<file path="src/rtl/ps2_pkg.sv">
// Shared types and constants for the PS/2 receive path.
package ps2_pkg;

  typedef enum logic [1:0] {
    IDLE   = 2'd0,
    DATA   = 2'd1,
    PARITY = 2'd2,
    STOP   = 2'd3
  } ps2_state_e;

  localparam int ERR_PARITY    = 0;
  localparam int ERR_STOP      = 1;
  localparam int PS2_DATA_BITS = 8;

  function automatic logic odd_parity(input logic [PS2_DATA_BITS-1:0] b);
    return ~^b;
  endfunction

endpackage

</file>
<file path="src/rtl/ps2_sync_fifo.sv">
// First-word-fall-through FIFO; head entry is visible whenever not empty, zero when empty.
module ps2_sync_fifo #(
  parameter int WIDTH = 10,
  parameter int DEPTH = 8
) (
  input  logic                       clk,
  input  logic                       reset,
  input  logic                       push,
  input  logic [WIDTH-1:0]           push_data,
  input  logic                       pop,
  output logic [WIDTH-1:0]           pop_data,
  output logic                       empty,
  output logic                       full,
  output logic [$clog2(DEPTH+1)-1:0] level
);

  localparam int AW = $clog2(DEPTH);
  localparam int LW = $clog2(DEPTH + 1);

  logic [WIDTH-1:0] mem_r [DEPTH];
  logic [AW-1:0]    wr_ptr_r;
  logic [AW-1:0]    rd_ptr_r;
  logic [LW-1:0]    level_r;
  logic             do_push_s;
  logic             do_pop_s;

  assign empty     = (level_r == LW'(0));
  assign full      = (level_r == LW'(DEPTH));
  // A push into a full FIFO is only legal when a pop frees the slot in the same cycle.
  assign do_push_s = push && (!full || pop);
  assign do_pop_s  = pop && !empty;
  assign level     = level_r;
  assign pop_data  = empty ? {WIDTH{1'b0}} : mem_r[rd_ptr_r];

  // Pointer and occupancy bookkeeping.
  always_ff @(posedge clk) begin
    if (reset) begin
      wr_ptr_r <= '0;
      rd_ptr_r <= '0;
      level_r  <= '0;
    end else begin
      if (do_push_s) wr_ptr_r <= wr_ptr_r + AW'(1);
      if (do_pop_s)  rd_ptr_r <= rd_ptr_r + AW'(1);
      level_r <= level_r + LW'(do_push_s) - LW'(do_pop_s);
    end
  end

  // Storage array write port.
  always_ff @(posedge clk) begin
    if (do_push_s) mem_r[wr_ptr_r] <= push_data;
  end

endmodule

</file>
<file path="src/rtl/ps2_rx_fifo.sv">
// PS/2 device-to-host receiver: synchronise, deglitch the clock, deframe bytes with
// parity/stop checking and a frame timeout, and queue results in a FWFT FIFO.
module ps2_rx_fifo
  import ps2_pkg::*;
#(
  parameter int SYNC_STAGES    = 2,
  parameter int FILTER_LEN     = 4,
  parameter int TIMEOUT_CYCLES = 50000,
  parameter int FIFO_DEPTH     = 8
) (
  input  logic                            CLK,
  input  logic                            RESET,
  input  logic                            PS2_CLK_IN,
  input  logic                            PS2_DATA_IN,
  input  logic                            ENABLE,
  input  logic                            RD_EN,
  output logic [7:0]                      RD_DATA,
  output logic [1:0]                      RD_ERR,
  output logic                            EMPTY,
  output logic                            FULL,
  output logic [$clog2(FIFO_DEPTH+1)-1:0] LEVEL,
  output logic                            OVERFLOW,
  input  logic                            CLR_OVERFLOW,
  output logic                            TIMEOUT_PULSE,
  output logic [1:0]                      STATE
);

  localparam int TW = $clog2(TIMEOUT_CYCLES + 1);
  localparam int FW = $clog2(FILTER_LEN + 1);
  localparam int EW = PS2_DATA_BITS + 2;

  logic [SYNC_STAGES-1:0]   clk_sync_r;
  logic [SYNC_STAGES-1:0]   data_sync_r;
  logic                     ps2_clk_s;
  logic                     data_s;
  logic                     filt_r;
  logic                     filt_prev_r;
  logic [FW-1:0]            filt_cnt_r;
  logic                     sample_s;

  ps2_state_e               state_r, state_n;
  logic [2:0]               bit_cnt_r, bit_cnt_n;
  logic [PS2_DATA_BITS-1:0] shift_r, shift_n;
  logic                     par_err_r, par_err_n;
  logic [TW-1:0]            timer_r, timer_n;
  logic                     timer_hit_s;
  logic                     abort_s;
  logic                     timeout_s;
  logic                     push_s;
  logic [EW-1:0]            entry_s;
  logic [EW-1:0]            head_s;
  logic                     overflow_r;
  logic                     timeout_pulse_r;

  assign ps2_clk_s = clk_sync_r[SYNC_STAGES-1];
  assign data_s    = data_sync_r[SYNC_STAGES-1];
  assign sample_s  = filt_prev_r & ~filt_r;

  // Input synchronisers, preset to the idle-high bus level.
  always_ff @(posedge CLK) begin
    if (RESET) begin
      clk_sync_r  <= '1;
      data_sync_r <= '1;
    end else begin
      clk_sync_r  <= {clk_sync_r[SYNC_STAGES-2:0], PS2_CLK_IN};
      data_sync_r <= {data_sync_r[SYNC_STAGES-2:0], PS2_DATA_IN};
    end
  end

  // Clock glitch filter: accept a new level only after FILTER_LEN consecutive differing samples.
  always_ff @(posedge CLK) begin
    if (RESET) begin
      filt_r      <= 1'b1;
      filt_prev_r <= 1'b1;
      filt_cnt_r  <= '0;
    end else begin
      filt_prev_r <= filt_r;
      if (ps2_clk_s != filt_r) begin
        if (filt_cnt_r == FW'(FILTER_LEN - 1)) begin
          filt_r     <= ps2_clk_s;
          filt_cnt_r <= '0;
        end else begin
          filt_cnt_r <= filt_cnt_r + FW'(1);
        end
      end else begin
        filt_cnt_r <= '0;
      end
    end
  end

  // Disable and timeout both abandon a frame in progress; disable suppresses the pulse.
  assign timer_hit_s = (timer_r == TW'(TIMEOUT_CYCLES - 1));
  assign abort_s     = (state_r != IDLE) && (!ENABLE || timer_hit_s);
  assign timeout_s   = (state_r != IDLE) && ENABLE && timer_hit_s;

  // Deframing next-state logic.
  always_comb begin
    state_n   = state_r;
    bit_cnt_n = bit_cnt_r;
    shift_n   = shift_r;
    par_err_n = par_err_r;
    timer_n   = timer_r;
    push_s    = 1'b0;
    if (abort_s) begin
      state_n = IDLE;
      timer_n = '0;
    end else begin
      if (sample_s) begin
        timer_n = '0;
      end else begin
        timer_n = timer_r + TW'(1);
      end
      case (state_r)
        IDLE: begin
          timer_n = '0;
          if (sample_s && ENABLE && !data_s) begin
            state_n   = DATA;
            bit_cnt_n = 3'd0;
          end else begin
            state_n = IDLE;
          end
        end
        DATA: begin
          if (sample_s) begin
            shift_n   = {data_s, shift_r[PS2_DATA_BITS-1:1]};
            bit_cnt_n = bit_cnt_r + 3'd1;
            state_n   = (bit_cnt_r == 3'd7) ? PARITY : DATA;
          end else begin
            state_n = DATA;
          end
        end
        PARITY: begin
          if (sample_s) begin
            par_err_n = (data_s != odd_parity(shift_r));
            state_n   = STOP;
          end else begin
            state_n = PARITY;
          end
        end
        STOP: begin
          if (sample_s) begin
            push_s  = 1'b1;
            state_n = IDLE;
          end else begin
            state_n = STOP;
          end
        end
        default: begin
          state_n = IDLE;
        end
      endcase
    end
  end

  // Deframing state registers and the registered timeout pulse.
  always_ff @(posedge CLK) begin
    if (RESET) begin
      state_r         <= IDLE;
      bit_cnt_r       <= 3'd0;
      shift_r         <= '0;
      par_err_r       <= 1'b0;
      timer_r         <= '0;
      timeout_pulse_r <= 1'b0;
    end else begin
      state_r         <= state_n;
      bit_cnt_r       <= bit_cnt_n;
      shift_r         <= shift_n;
      par_err_r       <= par_err_n;
      timer_r         <= timer_n;
      timeout_pulse_r <= timeout_s;
    end
  end

  // Entry layout: {stop_err, parity_err, byte}, matching the RD_ERR bit assignment.
  assign entry_s = {~data_s, par_err_r, shift_r};

  // Sticky overflow; a drop in the same cycle as a clear keeps the flag set.
  always_ff @(posedge CLK) begin
    if (RESET) begin
      overflow_r <= 1'b0;
    end else if (push_s && FULL && !RD_EN) begin
      overflow_r <= 1'b1;
    end else if (CLR_OVERFLOW) begin
      overflow_r <= 1'b0;
    end else begin
      overflow_r <= overflow_r;
    end
  end

  ps2_sync_fifo #(
    .WIDTH (EW),
    .DEPTH (FIFO_DEPTH)
  ) u_fifo (
    .clk       (CLK),
    .reset     (RESET),
    .push      (push_s),
    .push_data (entry_s),
    .pop       (RD_EN),
    .pop_data  (head_s),
    .empty     (EMPTY),
    .full      (FULL),
    .level     (LEVEL)
  );

  assign RD_DATA       = head_s[PS2_DATA_BITS-1:0];
  assign RD_ERR        = {head_s[PS2_DATA_BITS+ERR_STOP], head_s[PS2_DATA_BITS+ERR_PARITY]};
  assign OVERFLOW      = overflow_r;
  assign TIMEOUT_PULSE = timeout_pulse_r;
  assign STATE         = state_r;

endmodule

</file>
<file path="config.mk">
export PLATFORM = sky130hd
export DESIGN_NAME = ps2_rx_fifo
export DESIGN_NICKNAME = d
export VERILOG_FILES = /design/src/rtl/ps2_pkg.sv /design/src/rtl/ps2_sync_fifo.sv /design/src/rtl/ps2_rx_fifo.sv
export SDC_FILE = /design/constraint.sdc
export NUM_CORES = 1
export LEC_CHECK = 0
export CORE_UTILIZATION = 30
export DETAILED_ROUTE_END_ITERATION = 8
export PLACE_DENSITY_LB_ADDON = 0.3
export SYNTH_ARGS = -nofsm -noshare
export SYNTH_HDL_FRONTEND = slang
export SYNTH_SLANG_ARGS = --single-unit
export TNS_END_PERCENT = 20
</file>
<file path="constraint.sdc">
create_clock -name CLK -period 2.7 [get_ports CLK]
set_clock_uncertainty 0.2 [all_clocks]
set_input_delay 0.405 -clock CLK [delete_from_list [all_inputs] [get_ports CLK]]
set_output_delay 0.405 -clock CLK [all_outputs]
set_load 0.01 [all_outputs]
</file>
==> qor.yml, run 1 <==
endpoint_kind: "primary output"
power_mw: 5.55
synth_edf_count: 80
async_reset_ff_share_pct: 0
area_growth_pct: 24.5
synth.distinct_cells: 51
clkSlewWorstSetupHoldPaths_ns: 0.06
ys_warn_count: 0
relSlewSlack_pct: 70.5
synth.avg_cell_area_sq_um: 13.9
switching_share_pct: 25.6
finalHoldViolCount: 0
drc_errors: 0
grt_pass1_wl_um: 17800
detail_route.vias_per_cell: 4.77
clkLatencyLatePin_ns: 0.41
rows: 49
vdd_drop_max_mv: 0.431
io_pins: 27
syn_nets: 419
pwr-share-comb_pct: 18.1
drv_slew: 0
start_kind: "flop"
cap_violations: 0
multi_input_area_sq_um: 1930
grt-ovfl-total: 0
fin_crit_ns: 2.61
power.internal_mw: 4.13
grt_pass1_vias: 3375
ctsLongestPathBuffers: 2
syn_inst: 398
synth_area_sq_um: 5520
core_sq_um: 18000
run_status: "complete, no violations"
io_buffers: 26
fmax_mhz: 383
synthAdderAreaFrac_pct: 3.31
worstPathMaxFanout: 7
synthMuxAreaShare_pct: 10.6
die_h_um: 138
first_pass_iters: 4
track_usage_pct: 12.8
setup_tns_ns: 0
dieWidth_um: 138
fillCellCount: 1727
antenna_found_initial: 0
wl_per_cell_um: 15.8
antenna_cells: 0
power_density_nw_per_um2: 807
finalSetupViolCount: 0
ys_ff_latch: 134
yosysSeqAreaShare_pct: 63.1
synthFlopType: "edfxtp_1"
synth_compound_gate_area_share_pct: 5.35
synth-simple-area-share_pct: 11.7
tritoncts: "done"
final_cell_mix: "edfxtp_1, dfxtp_1, nor2_1, buf_4, a21oi_1"
drt_iter0_drc: 255
place_hpwl_um: 7110
layout-drive-gt1-share_pct: 22.6
via_count: 3323
finalCritPeriodShare_pct: 96.8
dieArea_sq_um: 19000
cts_max_level: 4
clkPwrFrac_pct: 41.0
ant_nets: 0
seqPwrFrac_pct: 40.9
wl_um: 11000
required_ns: 2.10
timing_worst_setup_path_type: "flop to primary output"
grt_max_degree: 35
crit_arrival_ns: 2.01
seq_area_sq_um: 3490
power.leakage_nw: 2.37
rsz0062_at_grt: "no"
cts_root_buf: "clkbuf_16"
tightest_slew_ns: 0.436
clock_sinks: 134
p_switching_mw: 1.42
start_util_pct: 30.6
final_common_cell: "edfxtp_1"
synth_top_family_by_area: "simple AND/OR/NAND/NOR gates"
globalplace.congestion: 0.711
min_path_type: "flop to flop"
synthXorXnorAreaFrac_pct: 3.58
cts_made_buffers: 17
final_nets: 476
==> through the flow <==
step | setup slack (ns) | utilization [%] | cells | hold WS (ns) | cell area, sq um
final | 0.0866 | 38.2 | 697 | 0.214 | 6880
after global routing | 0.000921 | 38.2 | 697 | 0.224 | 6880
after CTS | 0.0447 | 38.1 | 697 | 0.218 | 6870
after detailed placement | 0.0612 | 34.5 | 663 | 0.200 | 6220
after global placement | 0.0843 | 34.5 | 663 | 0.205 | 6220
after floorplan | 0.128 | - | 398 | 0.189 | 5520
==> repair_timing <==
item	in CTS	in global routing
pin swaps	0	1
endpoints found under the setup margin	11	3
gates cloned	1	0
resized for setup	23	4
hold buffers	0	0
setup buffers	1	0
==> synth_stat cells, drive strengths merged (2+ instances only) <==
| master | count | area share [%] |
|---|---|---|
| nor2b | 7 | 0.79 |
| xnor2 | 11 | 1.7 |
| o211ai | 3 | 0.41 |
| nor3b | 2 | 0.27 |
| edfxtp | 80 | 43 |
| nand3 | 18 | 1.7 |
| a21oi | 22 | 2.0 |
| ha | 13 | 2.9 |
| nand3b | 3 | 0.41 |
| buf | 7 | 0.70 |
| xor2 | 9 | 1.4 |
| nor4b | 2 | 0.32 |
| a311oi | 2 | 0.32 |
| mux2i | 11 | 2.0 |
| clkbuf | 10 | 0.68 |
| and2 | 2 | 0.23 |
| dfxtp | 54 | 20 |
| o21ai | 13 | 1.2 |
| and4 | 2 | 0.34 |
| or3 | 9 | 1.0 |
| mux4 | 20 | 8.2 |
| nand4 | 8 | 0.91 |
| nor2 | 42 | 2.9 |
| nand2 | 6 | 0.41 |
| or2 | 6 | 0.68 |
| inv | 13 | 0.88 |
| nor3 | 3 | 0.27 |
| or4bb | 2 | 0.48 |
| mux2 | 2 | 0.41 |
==> registers in the layout, indices dropped and copies added, names as in the netlist, 3 cells and up, named ones only <==
| register | flops |
|---|---|
| u_fifo.level | 4 |
| bit_cnt_r | 3 |
| u_fifo.wr_ptr_r | 3 |
| timer_r | 16 |
| shift_r | 8 |
| u_fifo.rd_ptr_r | 3 |
| filt_cnt_r | 3 |
| u_fifo.mem_r | 80 |
==> power by group through the flow <==
stage,Clock [mW],Combinational (mW),Sequential (mW)
finish,2.27,1.01,2.27
global route,2.41,1.12,2.27
CTS,2.33,1.02,2.27
detailed placement,0,0.964,2.29
global placement,0,0.955,2.29
floorplan,0,0.564,2.29
==> worst max-delay path, stage by stage, from the launching register on <==
cell,delay (ns)
dfxtp_4,0.40
buf_12,0.15
buf_12,0.12
mux4_2,0.52
mux2i_2,0.21
nor2_1,0.06
buf_2,0.14
==> final timing paths <==
path / start / to / slack (ns) / depth (start not counted)
setup / recovery: flop / RD_ERR[1] / 0.09 / 6
hold / removal: clk_sync_r[0] / clk_sync_r[1] / 0.21 / 1
setup reg to reg: timer_r[12] / u_fifo.level[2] / 0.09 / 7
hold reg to reg: clk_sync_r[0] / clk_sync_r[1] / 0.21 / 1
==> cells by family (layout without fill, tap and decap cells) <==
logic type / Yosys count / after routing
muxes: 33 / 33
AOI/OAI and AO/OA: 47 / 47
xor gates and xnor gates: 21 / 21
buffers and inverters: 31 / 101
DFF: 134 / 134
and+or+nand+nor: 118 / 118
adders and majority gates: 14 / 14
==> per-layer routing <==
metal	share of wire [%]	track usage [%]
met1	48	16.0
met5	0	0
met3	3.2	3.13
met4	1.1	4.71
met2	48	21.5
==> layout make-up <==
class                   count  share of cell area, %
flip-flops and latches    134                   50.7
inverters                  13                  0.710
repair buffers             56                   7.68
clock inverters            15                   2.46
well taps                 229                   4.17
clock buffers              17                   6.19
multi-input cells         233                   28.1
Power figures use the tool's default switching activity.
==> run 2: changes to the inputs <==
--- a/config.mk
+++ b/config.mk
@@ -7,7 +7,9 @@
 export LEC_CHECK = 0
 export CORE_UTILIZATION = 30
 export DETAILED_ROUTE_END_ITERATION = 8
+export GPL_ROUTABILITY_DRIVEN = 0
 export PLACE_DENSITY_LB_ADDON = 0.3
+export SETUP_SLACK_MARGIN = 0.4
 export SYNTH_ARGS = -nofsm -noshare
 export SYNTH_HDL_FRONTEND = slang
 export SYNTH_SLANG_ARGS = --single-unit
==> qor.yml, run 2 (synthesis results as in run 1) <==
run_status: "complete, no violations"
antenna_cells: 0  # unchanged
final_cell_mix: "edfxtp_1, dfxtp_1, nor2_1, buf_4, a21oi_1"
final_nets: 494  # +3.8%
finalHoldViolCount: 0  # unchanged
worstPathMaxFanout: 5  # -2
via_count: 3339  # +0.48%
place_inst: 660  # -0.45%
start_util_pct: 30.6  # unchanged
seqPwrFrac_pct: 40.4  # -0.5 points
timing_worst_setup_path_type: "flop to primary output"
drc_errors: 0  # unchanged
cap_violations: 0  # unchanged
antenna_found_initial: 0  # unchanged
track_usage_pct: 13.2  # +0.34 points
p_switching_mw: 1.41  # -0.80%
grt_pass1_wl_um: 18200  # +2.1%
required_ns: 2.10  # about the same
cts_max_level: 4  # unchanged
area_growth_pct: 27.5
critPathMaxStageDelay_ns: 0.47  # -0.05 ns
regMostFlops: "u_fifo.mem_r"
start_kind: "flop"
rsz0062_at_grt: "yes"
drt_iter0_drc: 204  # -20%
ant_nets: 0  # unchanged
tightest_slew_ns: 0.463  # +0.0273 ns
clkLatencyLatePin_ns: 0.41  # about the same
cts_made_buffers: 17  # unchanged
grtUsageMet3_pct: 4.27  # +1.1 points
fin_area_sq_um: 7040  # +2.4%
busiest_layer: "met2"
min_path_type: "flop to flop"
power.leakage_nw: 2.44  # +3.1%
die_h_um: 138  # unchanged
ctsLongestPathBuffers: 2  # unchanged
io_buffers: 26  # unchanged
worst_slack_ns: 0.133  # +0.0468 ns
final_common_cell: "edfxtp_1"
power_mw: 5.58  # +0.60%
drv_slew: 0  # unchanged
clock_sinks: 134  # unchanged
grtUsageMet1_pct: 16.5  # +0.49 points
detail_route.vias_per_cell: 4.67  # -2.0%
layout-drive-gt1-share_pct: 29.2  # +6.6 points
dieArea_sq_um: 19000  # unchanged
ctsHoldBuffers: 0  # unchanged
grt_pass1_vias: 3473  # +2.9%
use_met2_pct: 21.3  # -0.17 points
top_regs: "u_fifo.mem_r (80), timer_r (16), shift_r (8)"
io_pins: 27  # unchanged
place_hpwl_um: 7190  # +1.1%
holdWs_ns: 0.209  # -0.00479 ns
slowest_stage: "mux4_2"
finalSetupViolCount: 0  # unchanged
power_density_nw_per_um2: 793  # -1.8%
clkSlewWorstSetupHoldPaths_ns: 0.05  # about the same
crit_chain: "buf_6 -> buf_16 -> buf_12 -> mux4_2 -> mux2i_1 -> nor2_1 -> buf_2"
fillCellCount: 1710  # -0.98%
rows: 49  # unchanged
postPlaceCellArea_sq_um: 6190  # -0.48%
pwr-share-comb_pct: 21.4  # +3.3 points
endpoint_kind: "primary output"
grt_max_degree: 35  # unchanged
largest_register_ffs: 80  # unchanged
clkPwrFrac_pct: 38.2  # -2.8 points
core_sq_um: 18000  # unchanged
crit_arrival_ns: 1.96  # -0.05 ns
dieWidth_um: 138  # unchanged
setup_tns_ns: 0  # unchanged
cts_root_buf: "clkbuf_16"
vdd_drop_max_mv: 0.435  # +0.86%
grt-ovfl-total: 0  # unchanged
power.internal_mw: 4.18  # +1.1%
tritoncts: "done"
first_pass_iters: 4  # unchanged
wl_per_cell_um: 15.9  # +0.67%
fin_crit_ns: 2.57  # -0.0468 ns
finalCritPeriodShare_pct: 95.1  # -1.7 points
post-place-ws_ns: -0.0280  # -0.0892 ns
fin_util_pct: 39.1  # +0.92 points
layoutNonFillerInstCount: 715  # +2.6%
switching_share_pct: 25.2  # -0.36 points
relSlewSlack_pct: 68.7  # -1.8 points
wl_um: 11400  # +3.3%
fmax_mhz: 390  # +1.8%
==> run 2: cell types whose count changed in the layout (fill, tap and decap cells not counted), sizes merged <==
| cell | before | now |
|---|---|---|
| clkbuf | 17 | 21 |
| inv | 18 | 14 |
| clkinvlp | 2 | 3 |
| bufinv | 2 | 1 |
| buf | 32 | 58 |
| dlygate4sd2 | 7 | 1 |
| clkdlybuf4s50 | 16 | 15 |
| clkdlybuf4s15 | 1 | 0 |
==> run 2: power groups by stage <==
| stage | sequential (mW) | clock (mW) | combinational (mW) |
|---|---|---|---|
| floorplan | 2.29 | 0 | 0.564 |
| global route | 2.26 | 2.28 | 1.31 |
| finish | 2.25 | 2.13 | 1.20 |
| global placement | 2.29 | 0 | 0.933 |
| CTS | 2.25 | 2.18 | 1.17 |
| detailed placement | 2.29 | 0 | 0.942 |
==> run 2: critical path: cells and delay by family, from the launching register on <==
| family | cells | cell delay (ns) |
|---|---|---|
| multiplexers | 2 | 0.64 |
| buffers and inverters | 4 | 0.49 |
| flip-flops | 1 | 0.36 |
| AND/OR/NAND/NOR | 1 | 0.06 |
==> run 2: final timing paths <==
kind | startpoint | endpoint | slack (ns) | cells after the start
worst max-delay path | flop | RD_DATA[7] | 0.13 | 7
worst min-delay path | clk_sync_r[0] | clk_sync_r[1] | 0.21 | 1
worst max register to register | timer_r[12] | u_fifo.level[1] | 0.19 | 6
worst min register to register | clk_sync_r[0] | clk_sync_r[1] | 0.21 | 1
==> run 2: timing repair <==
action / in CTS / in global routing
pin swaps: 9 / 7
setup buffers: 15 / 4
cloned: 2 / 2
resized for setup: 62 / 17
setup endpoints to repair: 107 / 116
==> run 2: area by class of cell <==
class,count,area [sq um],share of cell area (%)
inverters,13,48.8,0.693
clock buffers,21,450,6.40
flip-flops and latches,134,3500,49.6
multi-input cells,233,1980,28.1
repair buffers,74,678,9.63
well taps,229,287,4.07
clock inverters,11,103,1.46
==> run 2: per-layer routing <==
| metal | wire length [um] | vias to the layer above |
|---|---|---|
| li1 | - | 1644 |
| met5 | 0 | - |
| met2 | 5580 | 44 |
| met1 | 5270 | 1642 |
| met4 | 136 | 0 |
| met3 | 421 | 9 |
==> run 3: changes to the inputs <==
--- a/config.mk
+++ b/config.mk
@@ -10,6 +10,7 @@
 export GPL_ROUTABILITY_DRIVEN = 0
 export PLACE_DENSITY_LB_ADDON = 0.3
 export SETUP_SLACK_MARGIN = 0.4
+export SKIP_CTS_REPAIR_TIMING = 1
 export SYNTH_ARGS = -nofsm -noshare
 export SYNTH_HDL_FRONTEND = slang
 export SYNTH_SLANG_ARGS = --single-unit
==> constraint.sdc (replaced) <==
create_clock -name CLK -period 2.7 [get_ports CLK]
set_clock_uncertainty 0.2 [all_clocks]
set_input_delay 0.81 -clock CLK [delete_from_list [all_inputs] [get_ports CLK]]
set_output_delay 0.81 -clock CLK [all_outputs]
set_load 0.01 [all_outputs]
==> qor.yml, run 3 (synthesis results as in run 1) <==
track_usage_pct: 12.7  # -0.45 points
finalHoldViolCount: 0  # unchanged
dieWidth_um: 138  # unchanged
cap_violations: 0  # unchanged
final_nets: 485  # -1.8%
min_path_type: "flop to flop"
critPathMaxStageDelay_ns: 0.52  # +0.05 ns
relSlewSlack_pct: 64.1  # -4.6 points
seq_area_sq_um: 3510  # +0.36%
tritoncts: "done"
worstPathMaxFanout: 5  # unchanged
top_regs: "u_fifo.mem_r (80), timer_r (16), shift_r (8)"
fin_crit_ns: 2.90  # +0.329 ns
multi_input_area_sq_um: 2080  # +5.0%
slowest_stage: "mux4_2"
clock_sinks: 134  # unchanged
ctsLongestPathBuffers: 2  # unchanged
via_count: 3354  # +0.45%
rows: 49  # unchanged
endpoint_kind: "primary output"
area_growth_pct: 29.6
wl_um: 11300  # -0.99%
vdd_drop_max_mv: 0.510  # +17%
final_common_cell: "edfxtp_1"
antenna_cells: 0  # unchanged
run_status: "finished with violations"
dieArea_sq_um: 19000  # unchanged
drt_iter0_drc: 237  # +16%
drc_errors: 0  # unchanged
first_pass_iters: 4  # unchanged
start_util_pct: 30.6  # unchanged
cts_made_buffers: 17  # unchanged
tightest_slew_ns: 0.538  # +0.0741 ns
io_buffers: 26  # unchanged
detail_route.vias_per_cell: 4.75  # +1.7%
start_kind: "flop"
power.leakage_nw: 2.54  # +3.9%
setup_tns_ns: -1.56  # -1.56 ns
grt_pass1_wl_um: 17600  # -3.1%
power_mw: 5.62  # +0.61%
layout-drive-gt1-share_pct: 32.9  # +3.7 points
required_ns: 1.69  # -0.41 ns
rsz0062_at_grt: "yes"
wl_per_cell_um: 16.0  # +0.27%
finalCritPeriodShare_pct: 107  # +12 points
regMostFlops: "u_fifo.mem_r"
clkLatencyLatePin_ns: 0.41  # about the same
grt_max_degree: 27  # -23%
ant_nets: 0  # unchanged
largest_register_ffs: 80  # unchanged
core_sq_um: 18000  # unchanged
finalSetupViolCount: 10  # +10
cts_root_buf: "clkbuf_16"
fmax_mhz: 345  # -11%
die_h_um: 138  # unchanged
grt-ovfl-total: 0  # unchanged
final_cell_mix: "edfxtp_1, dfxtp_1, nor2_1, buf_4, a21oi_1"
antenna_found_initial: 0  # unchanged
post-place-ws_ns: -0.322  # -0.294 ns
io_pins: 27  # unchanged
place_hpwl_um: 7280  # +1.2%
power_density_nw_per_um2: 785  # -1.0%
fillCellCount: 1725  # +0.88%
violations: "negative setup slack"
drv_slew: 0  # unchanged
grt_pass1_vias: 3344  # -3.7%
worst_slack_ns: -0.195  # -0.329 ns
clkSlewWorstSetupHoldPaths_ns: 0.05  # about the same
cts_max_level: 4  # unchanged
crit_arrival_ns: 1.89  # -0.07 ns
r2r_setup_slack_ns: 0.13  # -0.06 ns
timing_worst_setup_path_type: "flop to primary output"
crit_chain: "clkbuf_16 -> mux4_2 -> mux2i_1 -> nor2_1 -> clkbuf_2"
## run 3: cell types whose count changed in the layout (fill, tap and decap cells not counted), moves of 3 or more
cell,previous run,this run
buf_4,34,25
buf_12,3,7
clkbuf_2,0,9
clkdlybuf4s50_1,15,5
dlymetal6s2s_1,0,8
dfxtp_1,48,42
clkbuf_1,3,0
dfxtp_2,4,8
buf_2,11,0
## run 3: cell type report
type	count	area share, %
clock buffers	17	5.94
clock inverters	15	1.84
well taps	229	4.00
repair buffers	65	9.47
inverters	13	0.682
multi-input cells	233	29.1
flip-flops and latches	134	49.0
## run 3: power breakdown
part	switching, mW	internal (mW)	leakage (nW)
logic	0.534	0.669	1.03
clock network	0.867	1.26	0.263
registers	0.0724	2.21	1.24
## run 3: through the flow
stage          area, sq um  hold slack, ns  utilization (%)  cells
2_1_floorplan         5580           0.189                -    398
3_3_place_gp          6340           0.197             35.2    662
3_5_place_dp          6340           0.213             35.2    662
4_1_cts               6900           0.226             38.3    694
5_1_grt               7160           0.246             39.7    706
6_report              7160           0.221             39.7    706
## run 3: metal layers
metal / share of wire, % / track usage [%] / wire, um
met1: 47 / 16.8 / 5360
met2: 48 / 19.3 / 5470
met3: 3.2 / 3.90 / 357
met4: 0.96 / 5.19 / 108
met5: 0 / 0 / 0
## run 3: worst paths after layout
check                                    from         endpoint  depth (start not counted)
worst max-delay path                     flop       RD_DATA[3]                          5
worst min-delay path            filt_cnt_r[0]    filt_cnt_r[0]                          1
worst max register to register    timer_r[10]  u_fifo.level[1]                          6
worst min register to register  filt_cnt_r[0]    filt_cnt_r[0]                          1
## run 3: critical path: cells and delay by family, from the launching register on
kind	cells	cell delay (ns)
and+or+nand+nor	1	0.06
muxes	2	0.70
buffers and inverters	2	0.30
DFF	1	0.41
